File: src/rtl/mem_rd_port_arbiter.sv
// Two-requester arbiter for a single burst memory read channel, with latched requests, grants and beat counting.
// Define MEM_RD_ARB_ROUND_ROBIN_EN for round-robin arbitration; the default build uses fixed priority with requester 0 first.
module mem_rd_port_arbiter #(
  parameter int              ADDRS_DW  = 21,
  parameter int              DW        = 16,
  parameter logic [DW-1:0]   IDLE_DATA = 16'd0
) (
  input  logic                i_clk,
  input  logic                i_rst,
  input  logic                i_req0_start,
  input  logic [ADDRS_DW-1:0] i_req0_addrs,
  input  logic [ADDRS_DW-1:0] i_req0_lengths,
  input  logic                i_req0_data_req,
  output logic [DW-1:0]       o_req0_data,
  output logic                o_req0_grant,
  input  logic                i_req1_start,
  input  logic [ADDRS_DW-1:0] i_req1_addrs,
  input  logic [ADDRS_DW-1:0] i_req1_lengths,
  input  logic                i_req1_data_req,
  output logic [DW-1:0]       o_req1_data,
  output logic                o_req1_grant,
  output logic                o_mem_rd_start,
  output logic [ADDRS_DW-1:0] o_mem_rd_addrs,
  output logic [ADDRS_DW-1:0] o_mem_rd_lengths,
  input  logic [DW-1:0]       i_mem_rd_data,
  output logic                o_mem_rd_data_req,
  output logic                o_busy,
  output logic [1:0]          o_ovf
);

  typedef enum logic [1:0] {
    ST_IDLE,
    ST_ISSUE,
    ST_XFER
  } state_t;

  state_t              state;
  state_t              state_nxt;
  logic                pend0;
  logic                pend1;
  logic [ADDRS_DW-1:0] sh_addrs0;
  logic [ADDRS_DW-1:0] sh_lengths0;
  logic [ADDRS_DW-1:0] sh_addrs1;
  logic [ADDRS_DW-1:0] sh_lengths1;
  logic                owner;
  logic                grant0;
  logic                grant1;
  logic [ADDRS_DW-1:0] beat_cnt;
  logic [ADDRS_DW-1:0] mem_addrs;
  logic [ADDRS_DW-1:0] mem_lengths;
  logic [1:0]          ovf;
  logic                prefer1;
  logic                sel;
  logic                clr0;
  logic                clr1;
  logic                issue;
  logic                beat;
  logic                last_beat;
  logic                owner_data_req;

`ifdef MEM_RD_ARB_ROUND_ROBIN_EN
  // Remembers who finished the last burst so the other side wins the next contention.
  logic last_owner;

  always_ff @(posedge i_clk or posedge i_rst) begin
    if (i_rst) begin
      last_owner <= 1'b1;
    end else if (last_beat) begin
      last_owner <= owner;
    end
  end

  assign prefer1 = ~last_owner;
`else
  assign prefer1 = 1'b0;
`endif

  assign owner_data_req = owner ? i_req1_data_req : i_req0_data_req;

  // Next-state logic: arbitration and zero-length drop in IDLE, beat counting in XFER.
  always_comb begin
    state_nxt = state;
    sel       = owner;
    clr0      = 1'b0;
    clr1      = 1'b0;
    issue     = 1'b0;
    beat      = 1'b0;
    last_beat = 1'b0;
    case (state)
      ST_IDLE: begin
        if (pend0 || pend1) begin
          sel  = pend1 && (!pend0 || prefer1);
          clr0 = ~sel;
          clr1 = sel;
          if ((sel ? sh_lengths1 : sh_lengths0) != '0) begin
            issue     = 1'b1;
            state_nxt = ST_ISSUE;
          end
        end
      end
      ST_ISSUE: begin
        state_nxt = ST_XFER;
      end
      ST_XFER: begin
        beat = owner_data_req;
        if (beat && (beat_cnt == mem_lengths - ADDRS_DW'(1))) begin
          last_beat = 1'b1;
          state_nxt = ST_IDLE;
        end
      end
      default: begin
        state_nxt = ST_IDLE;
      end
    endcase
  end

  always_ff @(posedge i_clk or posedge i_rst) begin
    if (i_rst) begin
      state <= ST_IDLE;
    end else begin
      state <= state_nxt;
    end
  end

  // A new start always lands in the shadow registers; the active burst uses its own copy.
  always_ff @(posedge i_clk or posedge i_rst) begin
    if (i_rst) begin
      pend0       <= 1'b0;
      pend1       <= 1'b0;
      sh_addrs0   <= '0;
      sh_lengths0 <= '0;
      sh_addrs1   <= '0;
      sh_lengths1 <= '0;
      ovf         <= 2'b00;
    end else begin
      pend0 <= (pend0 & ~clr0) | i_req0_start;
      pend1 <= (pend1 & ~clr1) | i_req1_start;
      ovf   <= {i_req1_start & (pend1 | grant1), i_req0_start & (pend0 | grant0)};
      if (i_req0_start) begin
        sh_addrs0   <= i_req0_addrs;
        sh_lengths0 <= i_req0_lengths;
      end
      if (i_req1_start) begin
        sh_addrs1   <= i_req1_addrs;
        sh_lengths1 <= i_req1_lengths;
      end
    end
  end

  always_ff @(posedge i_clk or posedge i_rst) begin
    if (i_rst) begin
      owner       <= 1'b0;
      grant0      <= 1'b0;
      grant1      <= 1'b0;
      beat_cnt    <= '0;
      mem_addrs   <= '0;
      mem_lengths <= '0;
    end else begin
      if (issue) begin
        owner       <= sel;
        grant0      <= ~sel;
        grant1      <= sel;
        mem_addrs   <= sel ? sh_addrs1 : sh_addrs0;
        mem_lengths <= sel ? sh_lengths1 : sh_lengths0;
      end
      if (last_beat) begin
        grant0   <= 1'b0;
        grant1   <= 1'b0;
        beat_cnt <= '0;
      end else if (beat) begin
        beat_cnt <= beat_cnt + ADDRS_DW'(1);
      end
    end
  end

  assign o_req0_grant      = grant0;
  assign o_req1_grant      = grant1;
  assign o_req0_data       = grant0 ? i_mem_rd_data : IDLE_DATA;
  assign o_req1_data       = grant1 ? i_mem_rd_data : IDLE_DATA;
  assign o_mem_rd_start    = (state == ST_ISSUE);
  assign o_mem_rd_addrs    = mem_addrs;
  assign o_mem_rd_lengths  = mem_lengths;
  assign o_mem_rd_data_req = (state == ST_XFER) && owner_data_req;
  assign o_busy            = (state != ST_IDLE);
  assign o_ovf             = ovf;

endmodule
File: config.mk
export PLATFORM = sky130hd
export DESIGN_NAME = mem_rd_port_arbiter
export DESIGN_NICKNAME = d
export VERILOG_FILES = /design/src/rtl/mem_rd_port_arbiter.sv
export SDC_FILE = /design/constraint.sdc
export NUM_CORES = 1
export LEC_CHECK = 0
export CORE_MARGIN = 2
export CORE_UTILIZATION = 54
export CTS_CLUSTER_SIZE = 40
export DETAILED_ROUTE_END_ITERATION = 8
export GPL_TIMING_DRIVEN = 0
export PLACE_DENSITY = 0.87
export SYNTH_ARGS = -nofsm -noshare
export SYNTH_HDL_FRONTEND = slang
export SYNTH_SLANG_ARGS = --single-unit
File: constraint.sdc
create_clock -name i_clk -period 14.75 [get_ports i_clk]
set_input_delay 1.475 -clock i_clk [delete_from_list [all_inputs] [get_ports i_clk]]
set_output_delay 1.475 -clock i_clk [all_outputs]
set_load 0.02 [all_outputs]
---- Word-level counts from Yosys, hierarchy flattened ----
Cells that the tools add are included.
Widths: inputs -> output; s select.
storage, ports and cells
  bits of input ports ..................... 106
  bits in registers ....................... 156
  latch bits .............................. 0
  memory bits (writable) .................. 0
  memories kept ........................... 0
  logic and storage cells ................. 73
  output and inout bits ................... 81
  bits in read-only memories .............. 0
operators by class
  mux-type cells .......................... 28
  bitwise logic cells ..................... 12
  shift-type cells ........................ 0
  reduce and logical (&&, ||, !) cells .... 11
  multiply operators ...................... 0
  equality and inequality tests ........... 6
  $lt $le $gt $ge ......................... 0
  divide/modulo/power cells ............... 0
  add/sub/neg operators ................... 2
operator list
  kind                   count
  $mux 21                5
  $mux 16                2
  $add 21x1->21 const B  1
  $eq 21x21->1           1
  $reduce_bool 21->1     1
  $sub 21x1->21 const B  1
  $mux 1                 17
  $mux 2                 3
  $ne 2x2->1 const B     3
  $pmux 2 s3             1
  $reduce_bool 2->1      3
  $and 1x1->1            4
  $not 1->1              4
  $or 1x1->1             4
  $logic_and 1x1->1      3
  $reduce_and 3->1       1
  $eq 2x1->1 const B     1
  $eq 2x2->1 const B     1
  $logic_not 2->1        1
  $logic_not 1->1        1
  $logic_or 1x1->1       1

---- Logic depth before layout (Yosys ltp) ----
Gate-level depths: netlist (run 1).
  depth after elaboration ................. 9
  mapped depth ............................ 13
  gate-level depth less buffers ........... 10

---- Worst setup path after synthesis (run 1) ----
OpenSTA, ideal clock, no wires.
  path type ............................... input -> output
  from .................................... in i_req1_data_req
  to ...................................... out o_mem_rd_data_req
  required time ........................... 13.275 ns
  data arrival time ....................... 2.341 ns
  slack ................................... 10.934 ns
  stages on the path ...................... 4
  buffers on the path ..................... 1
  cells stage by stage .................... mux2i_1 or2_2 clkbuf_1 inv_1
on the way
  word-level cells in the longest chain between the ends .. 2
RTL lines
  item                RTL line  RTL
  start: declaration  19        input logic i_req1_data_req,
  $mux 1              78        assign owner_data_req = owner ? i_req1_data_req : i_req0_data_req;
  $logic_and 1x1->1   183       assign o_mem_rd_data_req = (state == ST_XFER) && owner_data_req;
  end: declaration    26        output logic o_mem_rd_data_req,
No other way between the ends.

---- Final worst setup path (run 1) ----
Ends and elaborated chain as after synthesis.

==> flow_results.org, run 1 <==
** Worst setup path
- Of all nets on the critical path, the largest fanout is 10.
- STA classifies the critical path endpoint as an output pin.
- Destination of the worst register-to-register timing path :: beat_cnt[2]
- CP arrival :: 3.41 ns
- The worst register-to-register path has a setup slack of 10.85 ns.
- The worst setup path is launched from a primary input.
- The worst register-to-register path begins at o_mem_rd_lengths[0].
- For the worst flop-to-flop path, the logic depth is 11.
- The most critical setup path has its endpoint at o_mem_rd_data_req.
- Critical Path Start :: i_req1_data_req
- Category of the most critical setup path :: in2out
- STA puts the critical path data required time at 13.28 ns.

** Floorplan
- The core region is 13,400 um2.
- The floorplan has 42 rows.
- The die is 122 um wide.
- Count of boundary I/O pins :: 187
- For this configuration, the core starts out at a cell density of 55.8%.
- Area enclosed by the die boundary :: 14,800 um2
- The die is 122 um tall.

** GRT
- The number of global-route vias before repair came to 6,453.
- Final global-route overflow total :: 0
- GR Util All Layers :: 29.6%
- Number of antenna violations at the first check in global routing :: 0
- Entering global routing, the biggest net connects 81 pins.
- The first global-routing pass estimated 33,500 um of wire.

** Drt
- The first detailed-routing pass ran for 7 iterations.
- Remaining design rule violation count :: 0
- Summed over all layers, the routed wires come to 20,900 um.
- Detail-routed net length per standard cell :: 18.9 um
- Once detail routing completed, the nets flagged for antenna violations numbered 0.
- Starting DRC count in detailed routing :: 508
- Vias post-DR :: 6,424
- Vias per inst :: 5.80

** Cells and area
- After routing the design area is 10,100 um2.
- Top library cells by usage in the layout, fill and taps aside :: 184 x clkdlybuf4s50_1, 156 x dfrtp_1, 101 x nand2_1
- Share of cells above drive strength 1 :: 14.8%
- The repair_antennas step left the layout with diodes totalling 0.
- Area overhead of the layout relative to synthesis :: 35.6%
- Leaving out fill and tap cells, the most frequent cell in the layout is clkdlybuf4s50_1.
- Net count, final :: 1,026
- The finished layout holds 1,107 standard cells, fillers aside.

** Timing
- Hold timing on the final database bottoms out at a slack of 0.506 ns.
- Clock skew on the completed layout was measured at 0.00814 ns.
- Subtracting the final worst setup slack from the clock period gives 4.88 ns.
- At the pin with the least slew margin, the transition time is 0.801 ns.
- After layout, the worst path uses 33.1% of the clock period.
- Final hold viol count :: 0
- Setup repair after global routing missed its margin :: no
- Measured against its own limit, the worst slew margin works out to 45.9%.
- Adding up every negative setup slack in the final design gives 0 ns.
- Highest Clock Rate :: 205 MHz
- The final number of max-transition violations is 0.
- Total of endpoints with negative setup slack in the final report :: 0

** Placed design
- DP HPWL :: 14,700 um
- Routability-driven placement finished with a final weighted congestion of 0.877.
- Summing all placed instances gives a cell area of 9570 um2.
- Including well taps, the total number of placed cells is 1,075.
- Number of port buffers :: 184

** Yosys
- Predominant post-synthesis flop cell :: dfrtp_1
- Proportion of register bits with asynchronous set or reset after synthesis :: 100%
- Counting every net in the synthesized netlist gives 822.
- Warnings, synthesis :: 0
- Synthesized cell area :: 7480 um2
- In this run, synthesis produced a sequential element count of 156.
- EDFF count, synth :: 0
- Count of different cell masters after synthesis :: 52
- The cell count after synthesis came out at 714.
- A synthesized cell averages 10.5 um2.
- Seq/Total Area, Yosys :: 52.2%

** CTS
- In this run, post-CTS repair resized a total of 0 instances.
- H-tree lvl count :: 4
- The clock reaches the later pin of the worst-skew pair after 0.42 ns.
- TritonCTS clock tree :: yes
- After clock tree synthesis, the clock-pin slew on the worst setup and hold paths is 0.06 ns.
- The tree is rooted in a clkbuf_16.
- Deepest clock path buffer count :: 2
- The tree built by TritonCTS fans out to 156 sinks.
- Count of hold buffers inserted by post-cts repair :: 0
- Post-CTS Setup Repair Bufs :: 0
- In this run, CTS created clock tree buffers numbering 17.

** Worst hold path
- Kind of path behind the tightest hold check :: reg2reg
- Along the worst hold path, the cell count comes to 1.

** Power and ir drop
- Peak supply drop :: 0.108 mV
- For this design the static power due to leakage is 4.27 nW.
- Power density cells :: 104 nW/um2
- Total chip power :: 1.05 mW

** Status
- The flow ran to the end, and the final reports show no timing, DRC or antenna violations.

** Flow run
- Across the run, the number of max-cap violations was 0.
==> synthesized netlist by cell type, drive strengths merged, types with 3 or more instances <==
library cell	number	area, um2
a21oi	10	50.1
a31oi	44	275
and2	34	213
buf	7	50.1
clkbuf	35	131
dfrtp	156	3900
inv	13	48.8
mux2	84	946
mux2i	3	30.0
nand2	101	379
nand2b	5	31.3
nand3	11	55.1
nand4	14	87.6
nor2	74	319
nor3	8	40.0
nor3b	3	22.5
nor4	15	100
o21a	3	22.5
o21ai	9	45.0
o31ai	3	22.5
or3	5	31.3
or4	9	78.8
xnor2	19	174
xor2	20	175
==> metrics by stage <==
step	setup slack, ns	util (%)
global placement	7.08	71.2
CTS	9.86	75.7
detailed placement	9.85	71.4
finish	9.87	75.7
global route	9.71	75.7
floorplan	9.07	-
==> cell type report <==
| type | count | area [um2] |
|---|---|---|
| inverter | 13 | 53.8 |
| multi-input combinational | 503 | 3340 |
| fill | 878 | 3260 |
| timing repair buffer | 185 | 1870 |
| sequential | 156 | 3900 |
| buffer | 42 | 181 |
| tap | 176 | 220 |
| clock buffer | 20 | 457 |
| clock inverter | 12 | 113 |
==> how the worst min path moves through the flow <==
| stage | start | slack [ns] | to |
|---|---|---|---|
| after floorplan | sh_addrs0[16] | 0.48 | sh_addrs0[16] |
| after global placement | sh_addrs1[4] | 0.49 | sh_addrs1[4] |
| after detailed placement | sh_addrs1[1] | 0.50 | sh_addrs1[1] |
| after CTS | sh_addrs1[6] | 0.51 | sh_addrs1[6] |
| after global routing | sh_addrs1[3] | 0.52 | sh_addrs1[3] |
| final | sh_addrs0[16] | 0.51 | sh_addrs0[16] |
==> layer usage <==
metal	up-vias	share of wire [%]	track usage, %
li1	2900	-	-
met5	-	0	0
met2	287	50	49.3
met1	3184	39	35.9
met4	0	2.8	10.8
met3	53	8.7	10.3
==> worst max-delay path, stage by stage <==
cell and delay [ns]:
clkdlybuf4s50_1 0.39, mux2i_1 0.21, or2_2 0.19, clkbuf_1 0.45
inv_1 0.13, clkdlybuf4s50_1 0.56
==> power by group <==
group          internal [mW]  total [mW]  switching (mW)
Combinational         0.0790       0.142          0.0634
Clock                  0.243       0.419           0.176
Sequential             0.462       0.490          0.0281
==> flip-flops by register name, summed over array words and instances, names as in the netlist <==
signal,cells
sh_lengths1,21
sh_addrs0,21
o_req1_grant,1
o_mem_rd_addrs,21
pend0,1
o_req0_grant,1
owner,1
beat_cnt,21
pend1,1
o_ovf,2
sh_addrs1,21
o_mem_rd_lengths,21
state,2
sh_lengths0,21
==> cells by family (layout without fill, tap and decap cells) <==
| family | count (synthesis) | count (layout) | synth area share [%] |
|---|---|---|---|
| fa+ha+maj | 2 | 2 | 0.335 |
| xor+xnor | 39 | 39 | 4.67 |
| mux | 87 | 87 | 13.1 |
| flops | 156 | 156 | 52.2 |
| buf+inv | 55 | 272 | 3.08 |
| simple gates | 290 | 290 | 19.2 |
| compound gates | 85 | 85 | 7.43 |
(Power assumes the default switching activity.)
==> run 2, diff against run 1 <==
CORE_UTILIZATION = 50   (was 54)
PLACE_DENSITY = 0.81   (was 0.87)
clock period = 5 ns   (was 14.75 ns; I/O delays follow)
==> run 2 against run 1 <==
First-iteration DRC count fell by 31%. Worst setup slack got worse by 8.8 ns. Critical path depth rose by 5. Largest cell class unchanged. Die area rose by 7.7%. Sequential power rose to 2.9 times the previous value. Total power rose to 3.0 times the previous value. Final cell count rose by 0.72%. Largest power group unchanged. Combinational power rose to 2.9 times the previous value.
==> flow_results.org, run 2 (synthesized netlist as in run 1, its figures left out) <==
** Cells and area
- At the end of the flow the core is filled with cells to 69.7%.
- In the final design database the tool counted 1,026 nets.
- Share of cells above drive strength 1 :: 14.8%
- After routing the design area is 10,200 um2.
- Leaving out fill and tap cells, the most frequent cell in the layout is clkdlybuf4s50_1.
- Antenna diode instance count :: 0
- Top library cells by usage in the layout, fill and taps aside :: 184 x clkdlybuf4s50_1, 156 x dfrtp_1, 101 x nand2_1
- Area overhead of the layout relative to synthesis :: 36.1%
- Excluding fillers, the count of instances in the completed layout stands at 1,115.

** GRT
- In the global route stage, overall resource usage came out at 25.7%.
- Number of antenna violations at the first check in global routing :: 0
- First-pass GRT wire length :: 32,000 um
- Pin count of the biggest net entering global routing :: 81
- Vias in the first global route :: 6,168
- Final global-route overflow total :: 0

** Worst setup path
- The worst setup path is captured at a register.
- Top fanout value on the critical path :: 9
- Category of the most critical setup path :: reg2reg
- STA classifies the critical path startpoint as a register.
- Data on the critical path arrives at its endpoint at 4.22 ns.
- Cell at the slowest stage of the critical path :: nor3_1
- Data required time at the worst endpoint :: 5.32 ns
- The largest single stage delay on the critical path is 0.66 ns.
- Cell Chain, Critical Path :: inv_1 > ha_1 > clkbuf_1 > nor3b_1 > nand4_1 > a2111o_1 > a21oi_1 > o2111ai_1 > nor3_1 > nor4b_1 > a211o_1
- The most critical setup path has its startpoint at o_mem_rd_lengths[0].
- Reg-to-Reg Start :: o_mem_rd_lengths[0]

** Timing
- Final hold viol count :: 0
- Setup violations remaining at the end of the flow were counted as 0.
- Setup repair after global routing missed its margin :: no
- Once routing completed, OpenROAD measured the worst setup slack at 1.11 ns.
- At the pin with the least slew margin, the transition time is 0.947 ns.
- Number of slew-limit violations in the final report :: 0
- Worst setup skew after layout :: 0.00732 ns
- Derived from the worst setup path, the maximum achievable clock frequency is 257 MHz.
- Share of the clock period used by the worst path after layout :: 77.9%
- Post-layout minimum cycle time :: 3.89 ns
- Worst hold slack after final layout :: 0.508 ns
- Worst slew margin :: 36.0%

** Floorplan
- The floorplan has 44 rows.
- Core area :: 14,600 um2
- From left edge to right edge, the die measures 126 um.
- Vertical die dimension :: 126 um
- The floorplan step defined a die boundary enclosing 15,900 um2.
- Count of boundary I/O pins :: 187
- Starting Density :: 51.3%

** Status
- Outcome :: finished, final reports clean

** CTS
- TritonCTS clock tree :: yes
- Deepest clock path buffer count :: 2
- Count of hold buffers inserted by post-cts repair :: 0
- Buffers added to address setup during post-CTS repair amount to 0.
- Number of clock sinks :: 156
- After clock tree synthesis, the repair step resized 0 gates.
- The clock tree synthesis step divided the H-tree into 4 levels.
- In this run, CTS created clock tree buffers numbering 17.
- Clock latency at the later pin of the worst-skew pair :: 0.43 ns
- After clock tree synthesis, the clock-pin slew on the worst setup and hold paths is 0.06 ns.
- The tree is rooted in a clkbuf_16.

** Drt
- Top sig layer :: met4
- Dividing the detail-routed wire length by the instance count gives 17.7 um.
- Remaining design rule violation count :: 0
- Total wire length after detailed routing :: 19,700 um
- In this run, the number of DRC markers left after iteration 0 of detailed routing was 351.
- Detailed-routing iteration count for the pre-antenna-repair pass :: 5
- In this run the remaining antenna-violating nets after routing total 0.
- Detailed-routing wirelength on met1 :: 8060 um
- Vias per inst :: 5.48
- WL met3 :: 1580 um
- The routed layout has 6,107 vias.
- Total length of routed met2 wires :: 9610 um

** Worst hold path
- The worst hold path belongs to the class reg2reg.
- In this run the most critical hold path is launched from sh_addrs1[14].

** Placed design
- The number of placed instances, taps included, is 1,083.
- Buffers placed on the I/O ports in this run total 184.
- DP HPWL :: 14,600 um
- Final RePlAce weighted congestion :: 0.818
- Timing analysis after detailed placement gives a worst setup slack of 1.16 ns.
- Post-placement cell area :: 9580 um2

** Power and ir drop
- Peak supply drop :: 0.239 mV
- Leakage power of the design :: 4.28 nW
- The share of total power dissipated in the clock network is 41.1%.
- Share of total power consumed by net switching :: 24.4%
- Comb pwr share :: 13.2%
- Registers are responsible for 45.7% of the overall power.
- Cell internal power was estimated by the tool at 2.39 mW.
- In this run the power spent charging and discharging nets is 0.768 mW.
- Dividing total power by cell area gives a power density of 310 nW/um2.

** Flow run
- Across the run, the number of max-cap violations was 0.
[run 2: power groups by stage]
stage / registers (mW) / logic (mW) / clock network, mW
floorplan: 1.44 / 0.256 / 0
global placement: 1.46 / 0.400 / 0
detailed placement: 1.46 / 0.417 / 0
CTS: 1.44 / 0.421 / 1.31
global route: 1.45 / 0.458 / 1.36
finish: 1.44 / 0.417 / 1.30
[run 2: metrics by stage]
step                TNS (ns)  power, mW
floorplan                  0       1.69
global route               0       3.27
finish                     0       3.15
detailed placement         0       1.88
global placement     -276.25       1.86
CTS                        0       3.17
[run 2: layer usage]
metal  vias up  track usage, %
li1       2905               -
met1      2973            31.6
met2       196            42.2
met3        33            9.69
met4         0            8.21
met5         -               0
[run 2: layout make-up]
class / instances / area (um2)
Inverter: 13 / 53.8
Timing Repair Buffer: 185 / 1870
Sequential cell: 156 / 3900
Buffer: 42 / 181
Clock buffer: 19 / 443
Clock inverter: 13 / 149
Multi-Input combinational cell: 503 / 3340
Tap cell: 184 / 230
Fill cell: 1042 / 4420
[run 2: worst max-delay path: cells and delay by family, from the launching register on]
kind / cells / cell delay, ns
AND/OR/NAND/NOR: 4 / 1.63
adder cells (fa/ha/maj): 1 / 0.14
buffers and inverters: 2 / 0.40
AO/OA/AOI/OAI: 4 / 1.13
flip-flops: 1 / 0.47
[run 2: final timing paths]
check / to / slack (ns) / cells after the start
setup / recovery: beat_cnt[2] / 1.11 / 11
min in group asynchronous: sh_addrs1[17] / 0.57 / 2
hold / removal: sh_addrs1[14] / 0.51 / 1
max in group asynchronous: sh_lengths1[17] / 3.62 / 3
setup reg to reg: beat_cnt[2] / 1.11 / 11
hold reg to reg: sh_addrs1[14] / 0.51 / 1
